==> config.mk <==
export PLATFORM = sky130hd
export DESIGN_NAME = imem_sync
export DESIGN_NICKNAME = d
export VERILOG_FILES = /design/src/rtl/imem_pkg.sv /design/src/rtl/imem_ram.sv /design/src/rtl/imem_sync.sv
export SDC_FILE = /design/constraint.sdc
export NUM_CORES = 1
export LEC_CHECK = 0
export ABC_AREA = 1
export BUFFER_PORTS_ARGS = -buffer_cell sky130_fd_sc_hd__buf_2
export CAP_MARGIN = 10
export CORE_UTILIZATION = 40
export CTS_CLUSTER_SIZE = 40
export DETAILED_ROUTE_END_ITERATION = 10
export MAX_ROUTING_LAYER = met4
export SETUP_SLACK_MARGIN = 0.3
export SLEW_MARGIN = 20
export SYNTH_ARGS = -nofsm -noshare
export SYNTH_HDL_FRONTEND = slang
export SYNTH_SLANG_ARGS = --single-unit
==> constraint.sdc <==
create_clock -name clk_i -period 3.65 [get_ports clk_i]
set_input_delay 0.1825 -clock clk_i [delete_from_list [all_inputs] [get_ports clk_i]]
set_output_delay 0.1825 -clock clk_i [all_outputs]
set_load 0.01 [all_outputs]
==> src/rtl/imem_pkg.sv <==
// Shared types and constants for the clocked instruction memory.
package imem_pkg;

  typedef enum logic {
    ST_RUN  = 1'b0,
    ST_LOAD = 1'b1
  } state_e;

  // Word returned on a faulting fetch.
  localparam int unsigned NOP_WORD = 0;

  // Ceiling log2; elaboration-time use only.
  function automatic int log2c(input int n);
    int r;
    r = 0;
    while ((1 << r) < n) r++;
    return r;
  endfunction

endpackage

==> src/rtl/imem_ram.sv <==
// DEPTH x DATA_W single-port-write / synchronous-read RAM, write-first, no reset.
module imem_ram
  import imem_pkg::*;
#(
  parameter  int DATA_W = 32,
  parameter  int DEPTH  = 32,
  localparam int AW     = log2c(DEPTH)
) (
  input  logic              clk_i,
  input  logic              we_i,
  input  logic [AW-1:0]     waddr_i,
  input  logic [DATA_W-1:0] wdata_i,
  input  logic              re_i,
  input  logic [AW-1:0]     raddr_i,
  output logic [DATA_W-1:0] rdata_o
);

  logic [DATA_W-1:0] mem_q [0:DEPTH-1];
  logic [DATA_W-1:0] rdata_q;

  // NOTE: the array and read register carry no reset so they map onto RAM macros;
  // anything observable after reset is masked by the control logic instead.
  always_ff @(posedge clk_i) begin
    if (we_i) mem_q[waddr_i] <= wdata_i;
    if (re_i) rdata_q <= (we_i && (waddr_i == raddr_i)) ? wdata_i : mem_q[raddr_i];
  end

  assign rdata_o = rdata_q;

endmodule

==> src/rtl/imem_sync.sv <==
// Clocked instruction memory: run-time loader plus one-cycle-latency fetch
// with req/ready, valid/ack handshake and misaligned/out-of-range fault reporting.
module imem_sync
  import imem_pkg::*;
#(
  parameter  int ADDR_W = 32,
  parameter  int DATA_W = 32,
  parameter  int DEPTH  = 32,
  localparam int AW     = log2c(DEPTH)
) (
  input  logic              clk_i,
  input  logic              rst_i,
  input  logic              req_i,
  input  logic [ADDR_W-1:0] addr_i,
  output logic              ready_o,
  output logic [DATA_W-1:0] inst_o,
  output logic              valid_o,
  output logic              fault_o,
  input  logic              ack_i,
  input  logic              ld_en_i,
  input  logic [AW-1:0]     ld_addr_i,
  input  logic [DATA_W-1:0] ld_data_i,
  output logic              busy_o,
  output logic [AW:0]       ld_count_o
);

  localparam logic [ADDR_W-1:0] HI_MASK  = {ADDR_W{1'b1}} << (AW + 2);
  localparam logic [AW:0]       CNT_MAX  = (AW + 1)'(DEPTH);

  state_e            state_q;
  logic              valid_q;
  logic              fault_q;
  logic              rd_ok_q;   // held word came from the RAM, not a fault/reset
  logic [AW:0]       ld_count_q;

  logic              accept;
  logic              fault_d;
  logic [DATA_W-1:0] ram_rdata;

  assign ready_o = (state_q == ST_RUN) && !ld_en_i && (!valid_q || ack_i);
  assign busy_o  = (state_q == ST_LOAD);
  assign accept  = req_i && ready_o;
  assign fault_d = (|addr_i[1:0]) || (|(addr_i & HI_MASK));

  imem_ram #(
    .DATA_W (DATA_W),
    .DEPTH  (DEPTH)
  ) u_ram (
    .clk_i   (clk_i),
    .we_i    (ld_en_i),
    .waddr_i (ld_addr_i),
    .wdata_i (ld_data_i),
    .re_i    (accept && !fault_d),
    .raddr_i (addr_i[AW+1:2]),
    .rdata_o (ram_rdata)
  );

  // NOTE: all state below uses non-blocking assignments so every register
  // samples pre-edge values, regardless of statement order.
  always_ff @(posedge clk_i or posedge rst_i) begin
    if (rst_i) begin
      state_q    <= ST_RUN;
      valid_q    <= 1'b0;
      fault_q    <= 1'b0;
      rd_ok_q    <= 1'b0;
      ld_count_q <= '0;
    end else begin
      case (state_q)
        ST_RUN: begin
          if (ld_en_i) begin
            state_q    <= ST_LOAD;
            ld_count_q <= (AW + 1)'(1);
          end
        end
        ST_LOAD: begin
          if (!ld_en_i) begin
            state_q <= ST_RUN;
          end else if (ld_count_q != CNT_MAX) begin
            ld_count_q <= ld_count_q + 1'b1;
          end
        end
        default: state_q <= ST_RUN;
      endcase

      if (accept) begin
        valid_q <= 1'b1;
        fault_q <= fault_d;
        rd_ok_q <= !fault_d;
      end else if (valid_q && ack_i) begin
        valid_q <= 1'b0;
      end
    end
  end

  assign valid_o    = valid_q;
  assign fault_o    = fault_q;
  assign ld_count_o = ld_count_q;
  assign inst_o     = rd_ok_q ? ram_rdata : DATA_W'(NOP_WORD);

endmodule
==> metrics.yaml, run 1 <==
hold_viol: 0
dp_cells: 5073
finalCriticalPeriod_ns: 2.70
setup_viol: 0
syn-instance-count: 3692
yosysWarnings: 0
ys_ff_latch: 1066
max-vdd-ir-drop_uv: 404
cts_root_buffer: "clkbuf_16"
clkTransAtPathRegs_ns: 0.06
antenna_found_initial: 7
post_cts_resized: 0
timing.final.max_slew_violations: 0
synth_nets: 3768
path_cells: "nand2_1 > inv_1 > buf_2"
ys_seq_area_frac: 0.733
ant_nets: 0
cap_violations: 0
grt_setup_unrepaired: "no"
setup_slack_ns: 0.952
worstPathMaxFanout: 13
skew_ns: 0.0229
clockBufferDepth: 3
nets: 3864
final_cells: 5287
pre_cts_slack_ns: 1.10
power.leakage_nw: 18.2
fin_crit_sh: 0.739
first_pass_iters: 6
crit_path_start_kind: "flip-flop"
numCtsBuffers: 109
drtIter0Drc: 3248
grt_usage: 0.223
worstPathArrival_ns: 2.52
yosysTopAreaCellShare: 0.727
tightest_slew_ns: 1.02
die_x_um: 332
drt-vias-per-instance: 5.33
powerDensity_nw_per_um2: 528
endpoint_kind: "output port"
yosys.area.top_type: "edfxtp_1"
critPathKind: "flip-flop to output port"
die_area_um2: 110000
place_congestion: 0.836
row_count: 120
ys_types: 26
cp_top_family: "flip-flops"
grt-ovfl-total: 0
start_util: 0.405
place_hpwl_um: 67000
finalCoreUtilization: 0.456
syn_area_per_cell_um2: 11.8
io_buffers: 115
grt_pass1_vias: 26884
core_um2: 108000
synthTopCellsByArea: "edfxtp_1, nand2_1, nand3_1, buf_6, buf_2"
area_growth_pct: 12.5
clk_latency_ns: 0.70
post_cts.repair.setup_buffers: 0
clock-sinks: 1066
cts_tree: "yes"
num_io_pins: 116
grt_max_degree: 130
final_layout_size_suffix_gt1_frac: 0.0990
critPathRequiredTime_ns: 3.47
vias: 28182
avgRoutedWirePerCell_um: 22.7
max_freq_mhz: 371
cp_slowest_cell: "dfrtp_1"
outcome: "completed"
finalSetupTns_ns: 0
netlist_area_um2: 43600
critical-path-max-stage-delay_ns: 0.99
remaining_drc_errors: 0
max-slew-margin-rel: 0.321
fin_hold_ws_ns: 0.0461
cts_max_level: 3
path_buf_inv: 2
grt_pass1_wl_um: 179000
final_cell_mix: "nand2_1, edfxtp_1, nand3_1"
hp-class: "input pin to flip-flop"
final_common_cell: "nand2_1"
die_h_um: 332
totalWireLength_um: 120000
[synthesized netlist by cell type]
| master | number |
|---|---|
| dfrtp_1 | 10 |
| o31ai_1 | 1 |
| nand2_1 | 1483 |
| clkbuf_1 | 26 |
| nand3_1 | 783 |
| or2_2 | 1 |
| nor4_1 | 1 |
| xnor2_1 | 1 |
| edfxtp_1 | 1056 |
| a21oi_1 | 1 |
| buf_8 | 1 |
| and3_1 | 1 |
| inv_2 | 2 |
| buf_2 | 86 |
| o21ai_0 | 9 |
| buf_1 | 19 |
| inv_8 | 1 |
| nor3_1 | 2 |
| nor2_1 | 41 |
| buf_4 | 20 |
| buf_12 | 1 |
| inv_1 | 65 |
| buf_6 | 70 |
| nand4_1 | 8 |
| xor2_1 | 1 |
| ha_1 | 2 |
[report_power, final]
group	internal, mW	switching [mW]	total (mW)
clock	6.06	4.62	10.7
sequential	13.6	0.0414	13.7
combinational	0.402	1.18	1.58
total	20.1	5.84	25.9
[worst reg2reg max path, cell delays in order, from the launching register on]
cell and delay (ns):
dfrtp_1 0.42, inv_1 0.16, o21ai_0 0.10, nor2_1 0.13, nand2_1 0.10, inv_1 0.07
nand3_1 0.13, nor2_4 0.10, buf_4 0.57
[final cells by class]
| type | count | area (um^2) |
|---|---|---|
| fillers | 9630 | 58600 |
| clock buffers | 143 | 2900 |
| repair buffers | 208 | 1620 |
| multi-input cells | 2335 | 10100 |
| flip-flops and latches | 1066 | 32000 |
| inverters | 68 | 285 |
| diodes | 5 | 12.5 |
| clock inverters | 59 | 467 |
| well taps | 1403 | 1760 |
[layer usage]
| layer | part of all wire | routed length [um] | track usage | up-vias |
|---|---|---|---|---|
| li1 | - | - | - | 13008 |
| met1 | 0.43 | 51600 | 0.308 | 13818 |
| met2 | 0.47 | 56200 | 0.342 | 1185 |
| met3 | 0.082 | 9820 | 0.0376 | 171 |
| met4 | 0.021 | 2550 | 0.0539 | 0 |
| met5 | 0 | 0 | - | - |
[worst paths after layout]
check | start | endpoint | slack, ns | cells past startpoint
worst max-delay path | rd_ok_q$_DFFE_PP0P_ | inst_o[31] | 0.95 | 3
worst min-delay path | ld_data_i[22] | u_ram.mem_q[6][22]$_DFFE_PP_ | 0.05 | 1
worst max register to register | busy_o$_DFF_PP0_ | u_ram.rdata_o[10]$_DFFE_PP_ | 1.44 | 8
worst min register to register | busy_o$_DFF_PP0_ | ld_count_o[1]$_DFFE_PP0P_ | 0.62 | 2
max in group asynchronous | rst_i | fault_o$_DFFE_PP0P_ | 2.77 | 4
min in group asynchronous | rst_i | ld_count_o[2]$_DFFE_PP0P_ | 0.57 | 4
[repair_timing]
action                     4_1_cts  5_1_grt
hold endpoints to repair        16        0
setup endpoints to repair        0        0
hold buffers                     7        0
[sequential cells by signal, indices dropped and copies added, names as in the netlist]
signal and count:
ld_count_o 6, u_ram.rdata_o 32, busy_o 1, u_ram.mem_q 1024
valid_o 1, rd_ok_q 1, fault_o 1
[cells by family (layout without fill, tap and decap cells)]
family,Yosys count,in the layout,synth area share
simple gates,2320,2320,0.223
flops,1066,1066,0.733
buf+inv,291,478,0.0421
compound gates,11,11,0.00132
fa+ha+maj,2,2,0.000574
xor+xnor,2,2,0.000402
other cells,0,5,0
[stage by stage]
| step | area (um^2) | power (mW) |
|---|---|---|
| finish | 49100 | 25.9 |
| global route | 49100 | 26.7 |
| floorplan | 43600 | 14.9 |
| detailed placement | 45600 | 15.5 |
| CTS | 49100 | 26.0 |
| global placement | 45600 | 15.5 |
Power figures use the tool's default switching activity.
==> run 2, diff against run 1 <==
--- a/config.mk
+++ b/config.mk
@@ -5,7 +5,7 @@
 export SDC_FILE = /design/constraint.sdc
 export NUM_CORES = 1
 export LEC_CHECK = 0
-export ABC_AREA = 1
+export ABC_AREA = 0
 export BUFFER_PORTS_ARGS = -buffer_cell sky130_fd_sc_hd__buf_2
 export CAP_MARGIN = 10
 export CORE_UTILIZATION = 40
==> constraint.sdc (replaced) <==
create_clock -name clk_i -period 2.4 [get_ports clk_i]
set_input_delay 0.12 -clock clk_i [delete_from_list [all_inputs] [get_ports clk_i]]
set_output_delay 0.12 -clock clk_i [all_outputs]
set_load 0.01 [all_outputs]
==> metrics.yaml, run 2 <==
power_frac_clock: 0.412  # about the same
yosys_most_used_dff: "edfxtp_1"
powerDensity_nw_per_um2: 796  # +51%
skew_ns: 0.0429  # +0.0200 ns
timing.rr.start: "busy_o$_DFF_PP0_"
async_flop_share: 0.00938  # unchanged
yosysTopAreaCellShare: 0.763  # +0.0354
power.leakage_nw: 17.1  # -6.1%
finalCoreUtilization: 0.476  # +0.0205
cp_top_family: "flip-flops"
cts_max_level: 3  # unchanged
largest_register_ff_count: 1024  # unchanged
yosysWarnings: 0  # unchanged
cap_violations: 0  # unchanged
post_cts.repair.setup_buffers: 0  # unchanged
outcome: "completed"
first_pass_iters: 5  # -1
yosys.area.top_type: "edfxtp_1"
fill_cells: 8531  # -11%
place_hpwl_um: 59200  # -12%
final_common_cell: "edfxtp_1"
worstPathMaxFanout: 15  # +2
final_layout_size_suffix_gt1_frac: 0.162  # +0.0627
clk_latency_ns: 0.70  # about the same
drt-vias-per-instance: 5.44  # +2.0%
synthTopCellsByArea: "edfxtp_1, mux2i_1, a22oi_1, a22o_1, a21oi_1"
die_h_um: 324  # -2.3%
crit_path_start_kind: "flip-flop"
grt_util_met1: 0.264  # -0.0447
grt_usage: 0.202  # -0.0205
setup_viol: 0  # unchanged
row_count: 117  # -2.5%
grt_setup_unrepaired: "no"
ys_seq_area_frac: 0.769  # +0.0357
cts_root_buffer: "clkbuf_16"
drtIter0Drc: 2026  # -38%
syn_area_per_cell_um2: 17.7  # +49%
avgRoutedWirePerCell_um: 25.6  # +13%
synth_common_cells: "edfxtp_1, mux2i_1, nand2_1"
vias: 22198  # -21%
area_growth_pct: 17.4
grt_busiest_layer: "met2"
start_util: 0.406  # +0.000699
hp-class: "input pin to flip-flop"
startpoint: "rd_ok_q$_DFFE_PP0P_"
max-vdd-ir-drop_uv: 607  # +50%
antenna_found_initial: 10  # +3
dp_cells: 3838  # -24%
path_cells: "buf_4 > and2_1 > buf_2"
grt-ovfl-total: 0  # unchanged
netSwitchingPower_mw: 8.24  # +41%
timing.final.max_slew_violations: 0  # unchanged
totalWireLength_um: 104000  # -13%
clock-sinks: 1066  # unchanged
max_freq_mhz: 507
die_x_um: 324  # -2.3%
cp.depth: 3  # unchanged
finalCriticalPeriod_ns: 1.97
top_register: "u_ram.mem_q"
numCtsBuffers: 107  # -1.8%
comb_power_share: 0.052  # -0.009
final_cells: 4081  # -23%
internal_power_mw: 30.6  # +52%
clockBufferDepth: 3  # unchanged
endpoint_kind: "output port"
io_buffers: 115  # unchanged
cts_tree: "yes"
path_buf_inv: 2  # unchanged
netlist_area_um2: 41600  # -4.6%
ys_types: 36  # +38%
pre_cts_slack_ns: 0.226  # -0.871 ns
critPathKind: "flip-flop to output port"
endpoint: "inst_o[20]"
cp_slowest_cell: "dfrtp_4"
ys_ff_latch: 1066  # unchanged
tightest_slew_ns: 0.696  # -0.320 ns
nets: 2693  # -30%
r2r_slack_ns: 0.57  # -0.87 ns
place_congestion: 0.805  # -3.7%
remaining_drc_errors: 0  # unchanged
p_sw_frac: 0.212  # -0.0131
clkTransAtPathRegs_ns: 0.06  # about the same
die_area_um2: 105000  # -4.6%
synth_most_common_cell: "edfxtp_1"
use_met2: 0.327  # -0.0153
setup_slack_ns: 0.427  # -0.524 ns
grt_pass1_wl_um: 151000  # -15%
ant_nets: 0  # unchanged
fin_crit_sh: 0.822
core_um2: 102000  # -4.8%
ff2ff_path_depth: 4  # -4
final_cell_mix: "edfxtp_1, mux2i_1, buf_2"
p_seq_frac: 0.535  # +0.008
worstPathArrival_ns: 1.85  # -0.67 ns
grt_max_degree: 65  # -50%
critPathRequiredTime_ns: 2.28  # -1.19 ns
grtUsageMet3: 0.0309  # -0.00670
grt_pass1_vias: 22560  # -16%
hold_viol: 0  # unchanged
synth_nets: 2431  # -35%
synth-edff-count: 1056  # unchanged
syn-instance-count: 2355  # -36%
critical-path-max-stage-delay_ns: 0.60  # -0.39 ns
num_io_pins: 116  # unchanged
worst_r2r_endpoint: "u_ram.rdata_o[6]$_DFFE_PP_"
max-slew-margin-rel: 0.536  # +0.215
-- run 2: cell count changes in the layout (fill, tap and decap cells not counted), sizes merged, moves of 45 or more --
| cell | change |
|---|---|
| inv | -63 |
| a22o | +64 |
| a22oi | +96 |
| buf | +45 |
| mux2i | +512 |
| a21oi | +98 |
| nand2 | -1376 |
| nand3 | -684 |
-- run 2: per-stage QoR --
step	hold WS, ns	area (um^2)	power (mW)	setup TNS (ns)
after detailed placement	0.107	45000	23.2	0
after CTS	0.00797	48800	39.1	0
after global routing	0.0322	48800	40.0	0
after global placement	0.0900	45000	23.1	0
final	0.0438	48800	38.8	0
after floorplan	-0.0398	41600	22.3	-9.59
-- run 2: worst reg2reg max path, delay by kind of cell (launching register included) --
kind / cells / cell delay [ns]
DFF: 1 / 0.45
and+or+nand+nor: 3 / 0.61
buffers and inverters: 1 / 0.36
-- run 2: what timing repair did --
action,in CTS,in global routing
endpoints found under the setup margin,32,0
hold endpoints to repair,948,0
hold buffers,38,0
resized for setup,2,0
-- run 2: kinds of logic after synthesis --
family / count (synthesis) / share of synthesized area
AOI/OAI and AO/OA: 297 / 0.0484
xor gates and xnor gates: 2 / 0.000421
adders and majority gates: 2 / 0.000602
buffers and inverters: 137 / 0.0199
DFF: 1066 / 0.769
muxes: 512 / 0.123
and+or+nand+nor: 339 / 0.0390
-- run 2: power by group through the flow --
stage	Clock [mW]	Combinational (mW)	Sequential, mW
after floorplan	0	1.11	21.2
after global placement	0	1.94	21.2
after detailed placement	0	1.98	21.2
after CTS	16.3	2.04	20.8
after global routing	17.0	2.18	20.8
final	16.0	2.03	20.8
-- run 2: per-layer routing --
layer  wire, um  vias to the layer above
met5          0                        -
met4       2410                        0
li1           -                     9887
met2      50900                      777
met1      44500                    11395
met3       6550                      139
-- run 2: cell type report --
| cell class | instances | area [um^2] | share of cell area |
|---|---|---|---|
| Inverter | 6 | 22.5 | 0.000461 |
| Antenna cell | 5 | 12.5 | 0.000256 |
| Timing Repair Buffer | 284 | 2600 | 0.0533 |
| Sequential cell | 1066 | 32000 | 0.655 |
| Clock buffer | 129 | 2780 | 0.0570 |
| Clock inverter | 71 | 629 | 0.0129 |
| Multi-Input combinational cell | 1152 | 9080 | 0.186 |
| Tap cell | 1368 | 1710 | 0.0351 |
-- run 2: how the worst min path moves through the flow --
stage | startpoint | end | cells past startpoint | slack (ns)
2_1_floorplan | rst_i | busy_o$_DFF_PP0_ | 1 | -0.04
3_3_place_gp | rst_i | fault_o$_DFFE_PP0P_ | 2 | 0.09
3_5_place_dp | rst_i | fault_o$_DFFE_PP0P_ | 2 | 0.11
4_1_cts | ld_data_i[24] | u_ram.mem_q[16][24]$_DFFE_PP_ | 1 | 0.008
5_1_grt | ld_data_i[24] | u_ram.mem_q[16][24]$_DFFE_PP_ | 1 | 0.03
6_report | ld_data_i[24] | u_ram.mem_q[30][24]$_DFFE_PP_ | 1 | 0.04
